$ cat src/rtl/sample_multi.sv
// sample_multi: NCH-channel sample-and-hold for valid/ready streams.
// Each channel keeps its last valid sample and re-offers it downstream until a
// newer one is captured. An optional staleness timeout invalidates old samples.
// Build option: define SAMPLE_DROP_CNT_EN to add the per-channel drop_cnt port
// counting input beats discarded while an offer is pending.
module sample_multi #(
    parameter int unsigned    DIN        = 8,
    parameter int unsigned    NCH        = 2,
    parameter int unsigned    HOLD       = 1,
    parameter int unsigned    LATENCY    = 0,
    parameter logic [DIN-1:0] INIT       = '0,
    parameter int unsigned    INIT_VALID = 0,
    parameter int unsigned    STALE      = 0,
    parameter int unsigned    CNT_W      = 8
) (
    input  logic                 clk,
    input  logic                 rst,
    input  logic [NCH-1:0]       din_valid,
    output logic [NCH-1:0]       din_ready,
    input  logic [NCH*DIN-1:0]   din_data,
    output logic [NCH-1:0]       dout_valid,
    input  logic [NCH-1:0]       dout_ready,
    output logic [NCH*DIN-1:0]   dout_data
`ifdef SAMPLE_DROP_CNT_EN
    ,
    output logic [NCH*CNT_W-1:0] drop_cnt
`endif
);

    localparam logic HOLD_ON   = (HOLD != 0);
    localparam logic BYPASS_ON = (LATENCY == 0);
    localparam logic INIT_ON   = (INIT_VALID != 0);

    if (DIN < 1 || NCH < 1 || CNT_W < 1) begin : g_bad_param
        $error("sample_multi: DIN, NCH and CNT_W must be >= 1");
    end

    // Inputs are never back-pressured.
    assign din_ready = '1;

    for (genvar i = 0; i < NCH; i++) begin : g_ch
        logic [DIN-1:0] din_i;
        logic           dv_i;
        logic           rdy_i;
        logic [DIN-1:0] reg_data;
        logic           reg_valid;
        logic           consuming;
        logic           bypass;
        logic           out_valid;
        logic [DIN-1:0] out_data;
        logic           handshake;
        logic           slot;
        logic           capture;
        logic           expire;

        assign din_i = din_data[i*DIN +: DIN];
        assign dv_i  = din_valid[i];
        assign rdy_i = dout_ready[i];

        // Output selection, handshake and capture-slot decode for this channel.
        always_comb begin
            bypass    = BYPASS_ON && !consuming && (dv_i || !HOLD_ON);
            out_valid = bypass ? dv_i  : reg_valid;
            out_data  = bypass ? din_i : reg_data;
            handshake = out_valid && rdy_i;
            slot      = handshake || !consuming;
            capture   = slot && (dv_i || !HOLD_ON);
        end

        assign dout_valid[i]            = out_valid;
        assign dout_data[i*DIN +: DIN]  = out_data;

        // Sample register and offer tracking; once offered, the output is
        // served from the register until it is accepted.
        always_ff @(posedge clk) begin
            if (rst) begin
                reg_valid <= INIT_ON;
                reg_data  <= INIT_ON ? INIT : '0;
                consuming <= 1'b0;
            end else begin
                consuming <= out_valid && !handshake;
                if (capture) begin
                    reg_valid <= dv_i;
                    reg_data  <= din_i;
                end else if (expire) begin
                    reg_valid <= 1'b0;
                end
            end
        end

        if (STALE > 0 && HOLD_ON) begin : g_stale
            localparam int unsigned AGE_W = $clog2(STALE + 1);
            logic [AGE_W-1:0] age;

            // Expiry waits for any pending offer to be accepted; a capture wins.
            assign expire = reg_valid && (age == AGE_W'(STALE)) && slot && !capture;

            // Age of the held sample, saturating at STALE.
            always_ff @(posedge clk) begin
                if (rst) begin
                    age <= '0;
                end else if (capture) begin
                    age <= '0;
                end else if (reg_valid && age != AGE_W'(STALE)) begin
                    age <= age + AGE_W'(1);
                end
            end
        end else begin : g_no_stale
            assign expire = 1'b0;
        end

`ifdef SAMPLE_DROP_CNT_EN
        logic             drop;
        logic [CNT_W-1:0] cnt;

        assign drop = dv_i && consuming && !handshake;

        // Saturating count of beats discarded while an offer was pending.
        always_ff @(posedge clk) begin
            if (rst) begin
                cnt <= '0;
            end else if (drop && cnt != '1) begin
                cnt <= cnt + CNT_W'(1);
            end
        end

        assign drop_cnt[i*CNT_W +: CNT_W] = cnt;
`endif
    end

endmodule
$ cat config.mk
export PLATFORM = sky130hd
export DESIGN_NAME = sample_multi
export DESIGN_NICKNAME = d
export VERILOG_FILES = /design/src/rtl/sample_multi.sv
export SDC_FILE = /design/constraint.sdc
export NUM_CORES = 1
export LEC_CHECK = 0
export BUFFER_PORTS_ARGS = -buffer_cell sky130_fd_sc_hd__buf_4
export CAP_MARGIN = 0
export CORE_ASPECT_RATIO = 0.6
export CORE_MARGIN = 3
export CORE_UTILIZATION = 52
export DETAILED_ROUTE_END_ITERATION = 6
export PLACE_DENSITY = 0.83
export RECOVER_POWER = 50
export SYNTH_ARGS = -nofsm -noshare
export SYNTH_HDL_FRONTEND = slang
export SYNTH_SLANG_ARGS = --single-unit
$ cat constraint.sdc
create_clock -name clk -period 4 [get_ports clk]
set_clock_uncertainty 0.2 [all_clocks]
set_input_delay 0.8 -clock clk [delete_from_list [all_inputs] [get_ports clk]]
set_output_delay 0.8 -clock clk [all_outputs]
set_load 0.01 [all_outputs]
* Word level (Yosys, flattened, before mapping) *
Cells that the tools add are included.

word-level totals
  bits in registers = 20
  input bits = 22
  output and inout port bits = 20
  word-level logic and storage cells = 24

operators by class
  mux-type cells = 4
  reduce and logical (&&, ||, !) cells = 14

operator list
  cell               count
  2-to-1 mux 8 bit   2
  logical AND 1 bit  8
  logical NOT 1 bit  4
  logical OR 1 bit   2
  2-to-1 mux 1 bit   2

* Longest topological paths before layout *
  depth in word-level cells = 6
  depth in mapped cells = 5
  mapped depth without buffers = 3

* Worst setup path before layout *
No wires, ideal clock.

  kind = input port to output port
  start point = in din_valid[0]
  end point = out dout_valid[0]
  arrival = 1.398 ns
  required time = 3.000 ns
  path slack = 1.602 ns
  cell stages on the path = 5
  buffers on the path = 2
  cells stage by stage = nor2b_2 buf_6 nor2_1 inv_1 buf_4

on the way
  word-level cells in the longest chain between the ends = 2

RTL lines
  what                RTL line  RTL
  from (decl)         18        input logic [NCH-1:0] din_valid,
  logical AND 1 bit   62        bypass = BYPASS_ON && !consuming && (dv_i || !HOLD_ON);
  2-to-1 mux 1 bit *  63        out_valid = bypass ? dv_i : reg_valid;
  to (decl)           21        output logic [NCH-1:0] dout_valid,

Every way passes the cells marked *; elsewhere a longest branch is shown, timed or not.

* Worst setup path after layout *
  start point = in din_valid[0]
  end point = out dout_data[3]

on the way
  word-level cells in the longest chain between the ends = 2

RTL lines
  what               RTL line  RTL
  logical AND 1 bit  62
  2-to-1 mux 8 bit   64        out_data = bypass ? din_i : reg_data;
  to (decl)          23        output logic [NCH*DIN-1:0] dout_data

No other way between the ends.

==> flow_summary.ini <==
[worst_setup_path]
crit_buf_inv = 2
required_ns = 3.00
cpMaxStageDelayCell = nor2b_1
end_kind = output pin
slowest_delay_ns = 0.86
cp_max_fo = 9
arrival_ns = 2.26
reg2regPathDepth = 3
worstPathCellList = clkbuf_4, nor2b_1, mux2_4, buf_4
critPathLaunchType = input port
critPathTopFamily = simple AND/OR/NAND/NOR gates
r2r_end = g_ch[1].reg_data[1]
reg2reg_slack_ns = 1.76
r2r_start = g_ch[1].reg_valid
crit_type = input port to output pin

[timing]
timing.slew.headroom_pct = -10.7
worst_pin_slew_ns = 1.65
clock.fmax_ghz = 0.306
setup_violations = 0
period_share_pct = 81.6
grt_setup_unrepaired = no
post-route-min-period_ns = 3.26
layout_setup_ws_ns = 0.735
slew_violations = 10
hold_viol_final = 0
whs_ns = 0.271
finalSetupTns_ns = 0

[yosys]
synthXorXnorAreaFrac_pct = 0
synth_simple_gate_area_share_pct = 21.5
yosys-top-cells-area = dfxtp_1, mux2_4, nand2b_1
synth_compound_area_share_pct = 1.93
synth_seq_cells = 20
synthAdderAreaFrac_pct = 0
syn-instance-count = 110
ys_seq_area_share_pct = 34.4
syn_area_mm2 = 0.00116
synth_top_area_share_pct = 34.4
yosysWarningCount = 0
muxShareOfSynthArea_pct = 34.4
synth_top_family_by_area = multiplexers
yosys.area.top_type = dfxtp_1
syn-mean-instance-area_um2 = 10.6
ys_types = 15

[global_route]
grt_first_pass_wirelength_um = 3370
grt.total_usage_pct = 15.6
grt_start_max_net_pins = 37
antenna_found_initial = 0
grt_pass1_vias = 714
grt-ovfl-total = 0

[clocking]
post_cts_buffers = 0
cts_hold_buf = 0
path_clk_slew_ns = 0.07
tritoncts = done
cts_max_path_buffers = 2
cts.sinks = 20
cts-root-buf = clkbuf_8
numCtsBuffers = 3
htreeDepth = 1
clock_latency_ns = 0.25
cts_resized = 0

[floorplanning]
ios = 42
coreArea_mm2 = 0.00198
dieArea_mm2 = 0.00286
fp.dieW_um = 67.1
die_h_um = 42.7
start_util_pct = 58.8
rows = 12

[routing]
drc_errors = 0
avgViaCountPerCell = 4.73
drt-total-wl_um = 2170
drt_first_pass_iters = 4
wire_per_inst_um = 12.8
drtIter0Drc = 42
num_vias = 804
ant_nets = 0

[pwr]
leakagePower_nw = 0.689
peakVddDrop_mv = 0.248
power_density_mw_per_mm2 = 327
total_power_uw = 472

[hold_path]
holdCritStartpoint = g_ch[0].reg_data[6]
min_path_type = flip-flop to flip-flop
hold_depth = 2
holdPathEnd = g_ch[0].reg_data[6]

[placement]
dp_slack_ns = 1.09
dp_hpwl_um = 1610
io_buffers = 39
place.gp.congestion = 0.698

[final_layout]
syn2layout_area_growth_pct = 24.1
drive_gt1_share_pct = 40.8
antennaDiodeCount = 0
finalCoreUtilization_pct = 72.9
nets = 166

[job]
drv_cap = 2

[run_status]
outcome = finished, violations left
violations = capacitance limit, slew limit
[worst min-delay path, delay by kind of cell, from the launching register on]
kind	cells	cell delay [ns]
DFF	1	0.31
muxes	1	0.05
and+or+nand+nor	1	0.06
[how the worst max path moves through the flow]
stage               cells past startpoint    startpoint            end
floorplan                               5  din_valid[0]  dout_valid[0]
detailed placement                      4  din_valid[0]   dout_data[7]
CTS                                     4  din_valid[0]   dout_data[2]
finish                                  4  din_valid[0]   dout_data[3]
global route                            4  din_valid[0]   dout_data[1]
global placement                        4  din_valid[0]   dout_data[1]
[routing by layer]
| metal | GRT usage (%) | up-vias | wire length (um) | part of all wire, % |
|---|---|---|---|---|
| met2 | 23.8 | 26 | 965 | 45 |
| met5 | 0 | - | 0 | 0 |
| met4 | 2.42 | 0 | 0 | 0 |
| li1 | - | 416 | - | - |
| met1 | 20.2 | 362 | 1010 | 46 |
| met3 | 7.41 | 0 | 194 | 8.9 |
[where the power goes]
| group | internal, mW | leakage [nW] | switching (mW) | total [mW] |
|---|---|---|---|---|
| clock | 0.0669 | 0.0216 | 0.0587 | 0.126 |
| sequential | 0.213 | 0.165 | 0.00701 | 0.220 |
| combinational | 0.0761 | 0.502 | 0.0508 | 0.127 |
| total | 0.356 | 0.689 | 0.116 | 0.472 |
[sequential cells by signal, summed over array words and instances (netlist names)]
signal and flops:
g_ch.reg_data 16, g_ch.reg_valid 2, g_ch.consuming 2
[cell families after synthesis]
kind of cell | Yosys count
and+or+nand+nor | 42
muxes | 32
buffers and inverters | 13
DFF | 20
AOI/OAI and AO/OA | 2
other | 1
[cell usage in the layout, fill, tap and decap left out, types with 3 or more instances in the layout]
master	n
clkbuf_4	4
nand2b_1	32
dfxtp_1	20
clkbuf_8	3
nor2_1	4
buf_4	35
mux2_4	16
mux2i_1	16
[per-stage QoR]
step	cells	cell area [um2]
floorplan	111	1170
global placement	167	1420
detailed placement	167	1420
CTS	170	1460
global route	170	1450
finish	170	1450
[synthesized netlist by cell type (all sizes together)]
cell type  instances
conb               1
nand2b            32
clkbuf             2
mux2              16
dfxtp             20
buf                9
inv                2
nor2b              2
nor2               4
nor3               2
nand2              2
mux2i             16
a21boi             2
[final cells by class]
class | count | area (um2)
Multi-Input combinational cell | 78 | 668
Tap cell | 28 | 35.0
Fill cell | 156 | 537
Clock buffer | 3 | 41.3
Timing Repair Buffer | 39 | 293
Inverter | 2 | 7.51
Sequential cell | 20 | 400
Power figures use the tool's default switching activity.
